`src/rtl/lenet_f2_pkg.sv`:
```
// Shared constants and tap tag type for the f2 feature-map RAM (read and write side).
package lenet_f2_pkg;

    localparam int unsigned IMG_W          = 14;
    localparam int unsigned IMG_H          = 14;
    localparam int unsigned K              = 5;
    localparam int unsigned DW             = 96;
    localparam int unsigned AW             = 10;
    localparam int unsigned OUT_W          = IMG_W - K + 1;
    localparam int unsigned OUT_H          = IMG_H - K + 1;
    localparam int unsigned TAPS_PER_WIN   = K * K;
    localparam int unsigned TAPS_PER_FRAME = OUT_W * OUT_H * TAPS_PER_WIN;
    localparam int unsigned KW             = $clog2(K);
    localparam int unsigned OCW            = $clog2(OUT_W);
    localparam int unsigned ORW            = $clog2(OUT_H);
    localparam int unsigned TAG_W          = 3;

    typedef struct packed {
        logic first;
        logic last;
        logic frame_last;
    } tap_tag_t;

    typedef enum logic [1:0] {
        ST_IDLE  = 2'd0,
        ST_RUN   = 2'd1,
        ST_DRAIN = 2'd2
    } rd_state_e;

endpackage

```
`src/rtl/f2_rd_fifo.sv`:
```
// Small circular buffer absorbing RAM read latency; head is registered storage, no fall-through.
module f2_rd_fifo #(
    parameter int unsigned DEPTH = 2,
    parameter int unsigned WIDTH = 99,
    parameter int unsigned CW    = $clog2(DEPTH + 1)
) (
    input  logic             clk,
    input  logic             rst_n,
    input  logic             push,
    input  logic [WIDTH-1:0] push_data,
    input  logic             pop,
    output logic [WIDTH-1:0] head,
    output logic [CW-1:0]    count
);

    localparam int unsigned PW = (DEPTH > 1) ? $clog2(DEPTH) : 1;

    logic [WIDTH-1:0] mem [DEPTH];
    logic [PW-1:0]    wr_ptr;
    logic [PW-1:0]    rd_ptr;

    function automatic logic [PW-1:0] bump(input logic [PW-1:0] p);
        return (p == PW'(DEPTH - 1)) ? '0 : p + PW'(1);
    endfunction

    always_ff @(posedge clk or negedge rst_n) begin
        if (!rst_n) begin
            wr_ptr <= '0;
            rd_ptr <= '0;
            count  <= '0;
            for (int i = 0; i < DEPTH; i++) mem[i] <= '0;
        end else begin
            if (push) begin
                mem[wr_ptr] <= push_data;
                wr_ptr      <= bump(wr_ptr);
            end
            if (pop) rd_ptr <= bump(rd_ptr);
            count <= count + CW'(push) - CW'(pop);
        end
    end

    assign head = mem[rd_ptr];

endmodule

```
`src/rtl/f2_window_reader.sv`:
```
// Walks every KxK window of the f2 map, issues RAM reads and streams tap words over valid/ready.
module f2_window_reader
    import lenet_f2_pkg::*;
#(
    parameter int unsigned RD_LAT = 1
) (
    input  logic          clk,
    input  logic          rst_n,
    input  logic          start,
    output logic          busy,
    output logic          done,
    output logic [AW-1:0] f2_raddr,
    output logic          f2_rd_en,
    input  logic [DW-1:0] f2_rdata,
    output logic [DW-1:0] win_data,
    output logic          win_valid,
    input  logic          win_ready,
    output logic          win_first,
    output logic          win_last,
    output logic          frame_last
);

    localparam int unsigned DEPTH = RD_LAT + 1;
    localparam int unsigned CW    = $clog2(DEPTH + 1);
    localparam int unsigned FW    = DW + TAG_W;

    rd_state_e        state, state_nxt;
    logic [KW-1:0]    kc, kr;
    logic [OCW-1:0]   ocol;
    logic [ORW-1:0]   orow;
    logic [AW-1:0]    win_base, row_base;
    logic [CW-1:0]    pend;
    logic             issue_c, pop_c, done_c;
    tap_tag_t         tag_c, head_tag;
    logic [RD_LAT-1:0] trk_vld;
    tap_tag_t         trk_tag [RD_LAT];
    logic [CW-1:0]    fifo_count;
    logic [FW-1:0]    fifo_head;

    // Tags of the tap about to be issued
    always_comb begin
        tag_c.first      = (kc == '0) && (kr == '0);
        tag_c.last       = (kc == KW'(K - 1)) && (kr == KW'(K - 1));
        tag_c.frame_last = tag_c.last && (ocol == OCW'(OUT_W - 1)) && (orow == ORW'(OUT_H - 1));
    end

    always_ff @(posedge clk or negedge rst_n) begin
        if (!rst_n) state <= ST_IDLE;
        else        state <= state_nxt;
    end

    always_comb begin
        state_nxt = state;
        case (state)
            ST_IDLE:  if (start) state_nxt = ST_RUN;
            ST_RUN:   if (issue_c && tag_c.frame_last) state_nxt = ST_DRAIN;
            ST_DRAIN: if (pop_c && head_tag.frame_last) state_nxt = ST_IDLE;
            default:  state_nxt = ST_IDLE;
        endcase
    end

    // Credit rule: reads outstanding (in flight + buffered) never exceed buffer depth
    always_comb begin
        pop_c   = win_valid && win_ready;
        issue_c = 1'b0;
        done_c  = 1'b0;
        if (state == ST_RUN)   issue_c = (pend < CW'(DEPTH)) || pop_c;
        if (state == ST_DRAIN) done_c  = pop_c && head_tag.frame_last;
    end

    assign busy     = (state != ST_IDLE);
    assign f2_rd_en = issue_c;

    always_ff @(posedge clk or negedge rst_n) begin
        if (!rst_n) begin
            done <= 1'b0;
            pend <= '0;
        end else begin
            done <= done_c;
            pend <= pend + CW'(issue_c) - CW'(pop_c);
        end
    end

    // Incremental address walk: kc, then kr (row stride), then window column, then window row
    always_ff @(posedge clk or negedge rst_n) begin
        if (!rst_n) begin
            kc       <= '0;
            kr       <= '0;
            ocol     <= '0;
            orow     <= '0;
            win_base <= '0;
            row_base <= '0;
            f2_raddr <= '0;
        end else if (issue_c) begin
            if (kc != KW'(K - 1)) begin
                kc       <= kc + KW'(1);
                f2_raddr <= f2_raddr + AW'(1);
            end else if (kr != KW'(K - 1)) begin
                kc       <= '0;
                kr       <= kr + KW'(1);
                row_base <= row_base + AW'(IMG_W);
                f2_raddr <= row_base + AW'(IMG_W);
            end else begin
                kc <= '0;
                kr <= '0;
                if (tag_c.frame_last) begin
                    ocol     <= '0;
                    orow     <= '0;
                    win_base <= '0;
                    row_base <= '0;
                    f2_raddr <= '0;
                end else if (ocol != OCW'(OUT_W - 1)) begin
                    ocol     <= ocol + OCW'(1);
                    win_base <= win_base + AW'(1);
                    row_base <= win_base + AW'(1);
                    f2_raddr <= win_base + AW'(1);
                end else begin
                    ocol     <= '0;
                    orow     <= orow + ORW'(1);
                    win_base <= win_base + AW'(IMG_W - OUT_W + 1);
                    row_base <= win_base + AW'(IMG_W - OUT_W + 1);
                    f2_raddr <= win_base + AW'(IMG_W - OUT_W + 1);
                end
            end
        end
    end

    // In-flight tracker aligned with the RAM read latency
    always_ff @(posedge clk or negedge rst_n) begin
        if (!rst_n) begin
            trk_vld <= '0;
            for (int i = 0; i < RD_LAT; i++) trk_tag[i] <= '0;
        end else begin
            trk_vld[0] <= issue_c;
            trk_tag[0] <= tag_c;
            for (int i = 1; i < RD_LAT; i++) begin
                trk_vld[i] <= trk_vld[i-1];
                trk_tag[i] <= trk_tag[i-1];
            end
        end
    end

    f2_rd_fifo #(
        .DEPTH (DEPTH),
        .WIDTH (FW),
        .CW    (CW)
    ) u_fifo (
        .clk       (clk),
        .rst_n     (rst_n),
        .push      (trk_vld[RD_LAT-1]),
        .push_data ({f2_rdata, trk_tag[RD_LAT-1]}),
        .pop       (pop_c),
        .head      (fifo_head),
        .count     (fifo_count)
    );

    assign win_valid  = (fifo_count != '0);
    assign head_tag   = tap_tag_t'(fifo_head[TAG_W-1:0]);
    assign win_data   = fifo_head[FW-1:TAG_W];
    assign win_first  = win_valid & head_tag.first;
    assign win_last   = win_valid & head_tag.last;
    assign frame_last = win_valid & head_tag.frame_last;

endmodule

```
`config.mk`:
```
export PLATFORM = sky130hd
export DESIGN_NAME = f2_window_reader
export DESIGN_NICKNAME = d
export VERILOG_FILES = /design/src/rtl/lenet_f2_pkg.sv /design/src/rtl/f2_rd_fifo.sv /design/src/rtl/f2_window_reader.sv
export SDC_FILE = /design/constraint.sdc
export NUM_CORES = 1
export LEC_CHECK = 0
export ABC_AREA = 1
export BUFFER_PORTS_ARGS = -buffer_cell sky130_fd_sc_hd__buf_2
export CAP_MARGIN = 10
export CORE_MARGIN = 4
export CORE_UTILIZATION = 30
export DETAILED_ROUTE_END_ITERATION = 10
export SYNTH_ARGS = -nofsm -noshare
export SYNTH_HDL_FRONTEND = slang
export SYNTH_SLANG_ARGS = --single-unit
```
`constraint.sdc`:
```
create_clock -name clk -period 4.9 [get_ports clk]
set_input_delay 1.225 -clock clk [delete_from_list [all_inputs] [get_ports clk]]
set_output_delay 1.225 -clock clk [all_outputs]
set_load 0.02 [all_outputs]
```
==> summary.md, run 1 <==
| Metric | Value |
|---|---|
| Die W | 206 um |
| Port Buffer Count | 212 |
| Worst r2r src | u_fifo.rd_ptr |
| Largest cells by area after synthesis | dfrtp_1, nand2_1, o21ai_0 |
| Worst-case clock buffer depth | 3 |
| Worst hold start | state[0] |
| Ratio of cells with drive above 1 in the final layout | 18.1% |
| Synth area leader | dfrtp_1 |
| Final max-slew violation count | 0 |
| Die Area | 42,600 um^2 |
| Synthesized instance count | 1,459 |
| RSZ-0062 raised after global routing | no |
| Gpl congestion | 0.827 |
| Fin nets | 1,755 |
| Slew of the pin with the lowest slew margin | 1020 ps |
| CP peak stage delay | 880 ps |
| R2R setup slack | 2130 ps |
| Via/cell ratio | 4.52 |
| Area after DPL | 13,300 um^2 |
| Placement Setup Slack | 1130 ps |
| Hold Worst Slack | 462 ps |
| Row count | 72 |
| # IOs | 213 |
| Most common cell after layout, fill and taps aside | nand2_1 |
| WL/cell | 14.1 um |
| Worst-path maximum fanout | 54 |
| Total power draw | 0.0103 W |
| Crit path launch type | flop |
| Clock network power share | 20.7% |
| Max cap viols | 0 |
| 1st-iter DRT viols | 799 |
| Async SR Flop Fraction | 100% |
| Power per standard cell area | 724 nW/um^2 |
| Clock Sinks | 255 |
| Net switching power | 0.00454 W |
| Initial antenna violation count | 3 |
| Largest net degree at the start of global routing | 143 |
| Yosys top cell area share | 54.1% |
| Pre-Repair DR Iteration Count | 6 |
| Drt drc | 0 |
| Starting Density | 30.5% |
| # hold bufs at CTS | 0 |
| Int Pwr | 0.00579 W |
| Worst endpoint required time | 3670 ps |
| Final HPWL DP | 20.7 mm |
| Minimum clock period after layout | 4260 ps |
| ANT nets after route | 0 |
| Clk_lat worst skew | 540 ps |
| Top_reg_cell synth | dfrtp_1 |
| Clock slew at reported path FFs | 60 ps |
| Yosys warning total | 0 |
| Post-synthesis sequential area ratio | 54.1% |
| Post-synth EDFFs | 0 |
| Sw Share | 43.9% |
| CP cell instances | clkinv_2, o21ai_0, inv_1, nor2_1, buf_2 |
| Setup bufs post-CTS | 0 |
| Post-route setup slack | 644 ps |
| Area Growth Syn to Fin | 20.9% |
| Final worst-path cycle share | 86.9% |
| Hold Vio Cnt, Final | 0 |
| Post-CTS Resized | 0 |
| Worst Setup Path Type | reg2out |
| Clk_skew | 10.1 ps |
| Worst hold-check path type | reg2reg |
| TritonCTS clock tree | done |
| Vias in the first global route | 9,702 |
| Peak VDD IR | 0.373 mV |
| Crit path DAT | 3030 ps |
| First-pass GRT wire length | 49.8 mm |
| Setup crit end kind | output port |
| Vias | 9,859 |
| CTS root buf | clkbuf_16 |
| Cell Area, Synth | 11,800 um^2 |
| Final setup TNS | 0 ps |
| Design Area, Final | 14,300 um^2 |
| Synthesized flop and latch total | 255 |
| Commonest non-fill, non-tap cells in the layout | nand2_1, dfrtp_1, buf_2, o21ai_0, inv_1 |
| Die Y | 206 um |
| H-Tree Depth | 1 |
| Status | finished clean |
| CP max stage cell | clkinv_2 |
| Core Area | 38,700 um^2 |
| Total track usage | 14.2% |
| FF-to-FF End | state[1] |
| Comb power frac | 43.1% |
| Worst Hold Path EP | done |
| Setup-failing EPs final | 0 |
| Reg power frac | 36.2% |
| Routed WL | 30.7 mm |
| Grt total ovfl | 0 |
| WHS Path Cells | 1 |
| Worst relative slew slack | 31.9% |
| Mapped Avg Cell Area | 8.09 um^2 |
| CTS buffer count | 28 |
| Static leakage | 7.66 nW |
| Yosys cell types | 41 |
| Reg2reg path depth | 5 |
| Fmax | 235 MHz |
| Syn Nets | 1,575 |
==> metal layers <==
layer / track usage [%] / share of wire, %
met1: 19.2 / 45
met2: 23.5 / 46
met5: 0 / 0.062
met3: 2.42 / 6.1
met4: 3.80 / 2.4
==> power by group through the flow <==
stage / clock (W) / sequential (W) / combinational (W)
floorplan: 0 / 0.00358 / 0.00320
global placement: 0 / 0.00375 / 0.00445
detailed placement: 0 / 0.00377 / 0.00453
CTS: 0.00221 / 0.00374 / 0.00455
global route: 0.00229 / 0.00387 / 0.00506
finish: 0.00214 / 0.00374 / 0.00445
==> cells by family (layout without fill, tap and decap cells) <==
family	Yosys count	in the layout	share of synthesized area [%]
compound gates	237	237	10.5
xor+xnor	13	13	0.965
fa+ha+maj	16	16	1.70
buf+inv	228	428	7.97
flops	255	255	54.1
other cells	0	3	0
simple gates	710	710	24.8
==> layout make-up <==
class                   count  area [um^2]
repair buffers            220         1190
flip-flops and latches    255         6380
fillers                  4012        24500
clock buffers              40          837
well taps                 518          648
inverters                 158          599
clock inverters            10          106
multi-input cells         976         4490
diodes                      3         7.51
==> through the flow <==
stage                     util [%]  instances
final                         36.8       2180
after global routing          36.8       2178
after CTS                     36.8       2177
after detailed placement      34.4       2127
after global placement        34.4       2127
after floorplan                  -       1459
==> worst max path at each step <==
stage          cells past startpoint         end           from
2_1_floorplan                      3    f2_rd_en      win_ready
3_3_place_gp                       5  frame_last  u_fifo.rd_ptr
3_5_place_dp                       5  frame_last  u_fifo.rd_ptr
4_1_cts                            5  frame_last  u_fifo.rd_ptr
5_1_grt                            5  frame_last  u_fifo.rd_ptr
6_report                           5  frame_last  u_fifo.rd_ptr
==> registers in the layout, summed over array words and instances (netlist names) <==
register and flops:
u_fifo.mem 198, f2_raddr 10, row_base 10, win_base 10
ocol 4, orow 4, kc 3, kr 3
trk_tag 3, pend 2, state 2, u_fifo.count 2
done 1, trk_vld 1, u_fifo.rd_ptr 1, u_fifo.wr_ptr 1
==> cells in the mapped netlist, types with 2 or more instances <==
cell / n
a21oi_1: 2
o21ai_1: 20
nand3_2: 3
ha_1: 16
o21ai_2: 4
inv_4: 2
buf_2: 34
or2_1: 3
clkbuf_1: 31
o22ai_1: 2
nor3_1: 5
xnor2_1: 8
nand2_1: 609
inv_2: 3
nor2_1: 24
nand3_1: 39
nor2_8: 3
inv_1: 153
nand2_2: 3
o21ai_0: 202
xor2_1: 5
o31ai_1: 2
nand3_4: 2
nand4_1: 11
buf_6: 3
dfrtp_1: 255
==> critical path: cells and delay by family (launching register included) <==
family | cells | cell delay (ps)
AOI/OAI and AO/OA | 1 | 590
buffers and inverters | 3 | 1120
DFF | 1 | 670
and+or+nand+nor | 1 | 80
Note: power is estimated with default switching activity, not from simulation.
==> inputs of run 2 (changes only) <==
- CORE_ASPECT_RATIO: default -> 0.7
==> summary.md, run 2 (synthesis results as in run 1) <==
| Metric | Value |
|---|---|
| Status | finished clean (unchanged) |
| Minimum clock period after layout | 3810 ps (was 4260 ps) |
| Die Y | 174 um (was 206 um) |
| Initial antenna violation count | 4 (was 3) |
| Crit path launch type | flop (unchanged) |
| Clock slew at reported path FFs | 60 ps (about the same) |
| Top reg by flops | u_fifo.mem (unchanged) |
| Routed WL | 30.8 mm (was 30.7 mm) |
| Pre-Repair DR Iteration Count | 5 (was 6) |
| Row count | 60 (was 72) |
| TritonCTS clock tree | done (unchanged) |
| Setup crit end kind | output port (unchanged) |
| CP max stage cell | dfrtp_4 (was clkinv_2) |
| Placed Cells | 2,137 (was 2,127) |
| Worst r2r src | ocol[1] (was u_fifo.rd_ptr) |
| Post-CTS Resized | 0 (unchanged) |
| Die Area | 42,600 um^2 (about the same) |
| ANT nets after route | 0 (unchanged) |
| Ant diodes | 0 (was 3) |
| Final setup TNS | 0 ps (unchanged) |
| Starting Density | 30.5% (about the same) |
| Clk_skew | 11.8 ps (was 10.1 ps) |
| Area Growth Syn to Fin | 20.8% (was 20.9%) |
| Hold Worst Slack | 457 ps (was 462 ps) |
| Total track usage | 14.2% (about the same) |
| Fillers | 3,953 (was 4,012) |
| Ratio of cells with drive above 1 in the final layout | 18.2% (was 18.1%) |
| Worst hold start | state[0] (unchanged) |
| Most common cell after layout, fill and taps aside | nand2_1 (unchanged) |
| Die W | 245 um (was 206 um) |
| Fmax | 263 MHz (was 235 MHz) |
| RSZ-0062 raised after global routing | no (unchanged) |
| Via/cell ratio | 4.43 (was 4.52) |
| Worst-path maximum fanout | 47 (was 54) |
| Setup-failing EPs final | 0 (unchanged) |
| Gpl congestion | 0.775 (was 0.827) |
| Worst-case clock buffer depth | 3 (unchanged) |
| Setup bufs post-CTS | 0 (unchanged) |
| Commonest non-fill, non-tap cells in the layout | nand2_1, dfrtp_1, buf_2, o21ai_0, inv_1 (unchanged) |
| Non-Filler Instances | 2,188 (was 2,180) |
| Worst Setup Path Type | reg2out (unchanged) |
| Core Area | 38,700 um^2 (about the same) |
| CP cell instances | clkinv_2, buf_4, o21ai_0, inv_1, nor2_1, buf_2 (was clkinv_2, o21ai_0, inv_1, nor2_1, buf_2) |
| Vias | 9,687 (was 9,859) |
| WL/cell | 14.1 um (about the same) |
| Worst hold-check path type | reg2reg (unchanged) |
| CP peak stage delay | 740 ps (was 880 ps) |
| Peak VDD IR | 0.246 mV (was 0.373 mV) |
| Final HPWL DP | 19.9 mm (was 20.7 mm) |
| Critical Path Start | u_fifo.rd_ptr (unchanged) |
| Worst endpoint required time | 3670 ps (about the same) |
| Slew of the pin with the lowest slew margin | 1030 ps (was 1020 ps) |
| Power per standard cell area | 725 nW/um^2 (was 724 nW/um^2) |
| First-pass GRT wire length | 50.3 mm (was 49.8 mm) |
| CTS buffer count | 28 (unchanged) |
| Fin nets | 1,756 (was 1,755) |
| Clock Sinks | 255 (unchanged) |
| Final max-slew violation count | 0 (unchanged) |
| Max cap viols | 0 (unchanged) |
| Final worst-path cycle share | 77.7% (was 86.9%) |
| Worst relative slew slack | 31.3% (was 31.9%) |
| Hold Vio Cnt, Final | 0 (unchanged) |
| # hold bufs at CTS | 0 (unchanged) |
| Drt drc | 0 (unchanged) |
| H-Tree Depth | 1 (unchanged) |
| Grt total ovfl | 0 (unchanged) |
| Clk_lat worst skew | 540 ps (about the same) |
| # IOs | 213 (unchanged) |
| Crit path DAT | 2580 ps (was 3030 ps) |
| Max reg flops | 198 (unchanged) |
| Largest net degree at the start of global routing | 106 (was 143) |
| CTS root buf | clkbuf_16 (unchanged) |
| Static leakage | 7.66 nW (about the same) |
| Port Buffer Count | 212 (unchanged) |
| 1st-iter DRT viols | 732 (was 799) |
| Vias in the first global route | 9,497 (was 9,702) |
[run 2: cell types whose count changed in the layout (fill, tap and decap cells not counted)]
cell,change
clkinv_4,+1
buf_12,-2
inv_6,-1
clkinv_2,+1
buf_4,+3
diode_2,-3
[run 2: cell type report]
cell class | instances | area (um^2) | area share [%]
timing repair buffer | 221 | 1180 | 8.25
multi-input combinational | 976 | 4490 | 31.5
clock buffer | 40 | 837 | 5.87
inverter | 158 | 599 | 4.20
sequential | 255 | 6380 | 44.8
clock inverter | 11 | 111 | 0.781
tap | 527 | 659 | 4.62
[run 2: stage by stage]
stage | utilization, % | area (um^2) | total power [W] | setup WS, ps
2_1_floorplan | - | 11800 | 0.00678 | 2000
3_3_place_gp | 34.4 | 13300 | 0.00816 | 1550
3_5_place_dp | 34.4 | 13300 | 0.00828 | 1550
4_1_cts | 36.9 | 14300 | 0.0105 | 966
5_1_grt | 36.9 | 14300 | 0.0112 | 829
6_report | 36.9 | 14300 | 0.0103 | 1090
[run 2: path summary, 6_finish.rpt]
check	end	slack, ps	cells past startpoint
max in group asynchronous	u_fifo.mem[30]	3080	2
min in group asynchronous	u_fifo.mem[103]	690	1
max	frame_last	1090	6
min	done	460	1
min reg2reg	done	460	1
max reg2reg	f2_raddr[8]	2700	15
[run 2: per-layer routing]
layer / up-vias / wire length (um) / GRT usage (%) / part of all wire (%)
met5: - / 0 / 0 / 0
met4: 0 / 623 / 2.54 / 2.0
met3: 42 / 1770 / 2.53 / 5.7
met2: 224 / 13800 / 22.9 / 45
met1: 4515 / 14600 / 20.3 / 47
li1: 4906 / - / - / -
[run 2: report_power, final]
part	switching (W)	total (W)	internal, W	leakage, nW
Sequential	0.000641	0.00372	0.00308	3.14
Combinational	0.00305	0.00447	0.00142	4.04
Clock	0.000859	0.00215	0.00129	0.472
Total	0.00455	0.0103	0.00579	7.66
[run 2: worst max-delay path, delay by kind of cell, from the launching register on]
family          cells  cell delay, ps
simple gates        1              90
buf+inv             4             700
flops               1             740
compound gates      1             480
==> inputs of run 3 (changes only) <==
- clock period: 4.9 -> 3.84 ns (I/O delays scaled with it)
==> summary.md, run 3 (synthesis results as in run 1) <==
| Metric | Value |
|---|---|
| Status | finished clean (unchanged) |
| Fmax | 312 MHz |
| Placement Setup Slack | 1140 ps (was 1550 ps) |
| TritonCTS clock tree | done (unchanged) |
| Worst hold-check path type | in2async (was reg2reg) |
| Starting Density | 30.5% (unchanged) |
| Die W | 245 um (unchanged) |
| Setup-failing EPs final | 0 (unchanged) |
| Most common cell after layout, fill and taps aside | nand2_1 (unchanged) |
| First-pass GRT wire length | 49.7 mm (was 50.3 mm) |
| Worst Setup Path Type | reg2out (unchanged) |
| Post-route setup slack | 635 ps (was 1090 ps) |
| Hold Worst Slack | 407 ps (was 457 ps) |
| Die Area | 42,600 um^2 (unchanged) |
| Top reg by flops | u_fifo.mem (unchanged) |
| Vias in the first global route | 9,487 (was 9,497) |
| Final setup TNS | 0 ps (unchanged) |
| Port Buffer Count | 212 (unchanged) |
| Peak VDD IR | 0.385 mV (was 0.246 mV) |
| Post-CTS Resized | 0 (unchanged) |
| CTS buffer count | 27 (was 28) |
| Drt drc | 0 (unchanged) |
| CTS root buf | clkbuf_16 (unchanged) |
| H-Tree Depth | 1 (unchanged) |
| Fillers | 3,969 (was 3,953) |
| Crit path DAT | 2250 ps (was 2580 ps) |
| Power per standard cell area | 921 nW/um^2 (was 725 nW/um^2) |
| Worst endpoint required time | 2880 ps (was 3670 ps) |
| Setup crit end kind | output port (unchanged) |
| Hold Vio Cnt, Final | 0 (unchanged) |
| Crit path launch type | flop (unchanged) |
| Via/cell ratio | 4.46 (was 4.43) |
| Final HPWL DP | 20.8 mm (was 19.9 mm) |
| Largest net degree at the start of global routing | 107 (was 106) |
| Static leakage | 7.66 nW (about the same) |
| Slew of the pin with the lowest slew margin | 787 ps (was 1030 ps) |
| Vias | 9,798 (was 9,687) |
| Setup bufs post-CTS | 0 (unchanged) |
| Row count | 60 (unchanged) |
| Final max-slew violation count | 0 (unchanged) |
| Worst-case clock buffer depth | 3 (unchanged) |
| Max reg flops | 198 (unchanged) |
| Placed Cells | 2,143 (was 2,137) |
| ANT nets after route | 0 (unchanged) |
| Total track usage | 14.0% (was 14.2%) |
| Worst relative slew slack | 47.6% (was 31.3%) |
| # IOs | 213 (unchanged) |
| Final worst-path cycle share | 83.5% |
| Ratio of cells with drive above 1 in the final layout | 18.5% (was 18.2%) |
| Pre-Repair DR Iteration Count | 6 (was 5) |
| Worst-path maximum fanout | 14 (was 47) |
| Clock Sinks | 255 (unchanged) |
| 1st-iter DRT viols | 708 (was 732) |
| # hold bufs at CTS | 0 (unchanged) |
| Routed WL | 30.5 mm (was 30.8 mm) |
| Die Y | 174 um (unchanged) |
| Fin nets | 1,761 (was 1,756) |
| WL/cell | 13.9 um (was 14.1 um) |
| Core Area | 38,700 um^2 (unchanged) |
| Max cap viols | 0 (unchanged) |
| Clk_lat worst skew | 550 ps (was 540 ps) |
| Minimum clock period after layout | 3210 ps |
| Grt total ovfl | 0 (unchanged) |
| Area Growth Syn to Fin | 21.1% (was 20.8%) |
| RSZ-0062 raised after global routing | no (unchanged) |
| Non-Filler Instances | 2,195 (was 2,188) |
| Initial antenna violation count | 3 (was 4) |
| Clock slew at reported path FFs | 60 ps (about the same) |
| Gpl congestion | 0.795 (was 0.775) |
| Commonest non-fill, non-tap cells in the layout | nand2_1, dfrtp_1, buf_2, o21ai_0, inv_1 (unchanged) |
| Clk_skew | 10.9 ps (was 11.8 ps) |
[run 3: cell count changes in the layout (fill, tap and decap cells not counted), sizes merged]
cell	previous run	this run
clkbuf	40	38
buf	221	227
diode	0	2
clkinv	9	5
inv	157	160
clkinvlp	1	3
[run 3: cell type report]
class / count / area (um^2) / area share (%)
flip-flops and latches: 255 / 6380 / 44.7
clock inverters: 12 / 133 / 0.928
repair buffers: 227 / 1230 / 8.63
multi-input cells: 976 / 4490 / 31.4
inverters: 158 / 599 / 4.19
diodes: 2 / 5.00 / 0.0350
well taps: 527 / 659 / 4.61
clock buffers: 38 / 787 / 5.51
[run 3: per-stage QoR]
| step | util, % | power [W] | area [um^2] |
|---|---|---|---|
| finish | 37.0 | 0.0132 | 14300 |
| global placement | 34.6 | 0.0104 | 13400 |
| detailed placement | 34.6 | 0.0106 | 13400 |
| floorplan | - | 0.00865 | 11800 |
| CTS | 37.0 | 0.0134 | 14300 |
| global route | 37.0 | 0.0143 | 14300 |
[run 3: critical path, cell delays in order, from the launching register on]
cell and delay (ps):
dfrtp_4 530, clkinv_2 240, o21ai_0 570, inv_1 100, nor2_1 90, buf_2 170
[run 3: report_power, final]
group          internal, W  leakage, nW  switching (W)
Clock              0.00157        0.446        0.00114
Sequential         0.00393         3.14       0.000790
Combinational      0.00183         4.08        0.00391
[run 3: path summary, 6_finish.rpt]
kind                             endpoint     startpoint  depth (start not counted)  slack (ps)
setup / recovery               frame_last  u_fifo.rd_ptr                          5         630
hold / removal             u_fifo.mem[92]          rst_n                          1         410
setup reg to reg              row_base[8]        ocol[0]                         13        1620
hold reg to reg                      done       state[0]                          1         470
max in group asynchronous  u_fifo.mem[49]          rst_n                          2        2540
min in group clk                     done       state[0]                          1         470
[run 3: layer usage]
metal  wire, um  global-route usage, %  part of all wire [%]
met2      13600                   21.8                    44
met3       1720                   2.61                   5.6
met1      14700                   20.4                    48
met5          0                      0                     0
met4        516                   2.87                   1.7
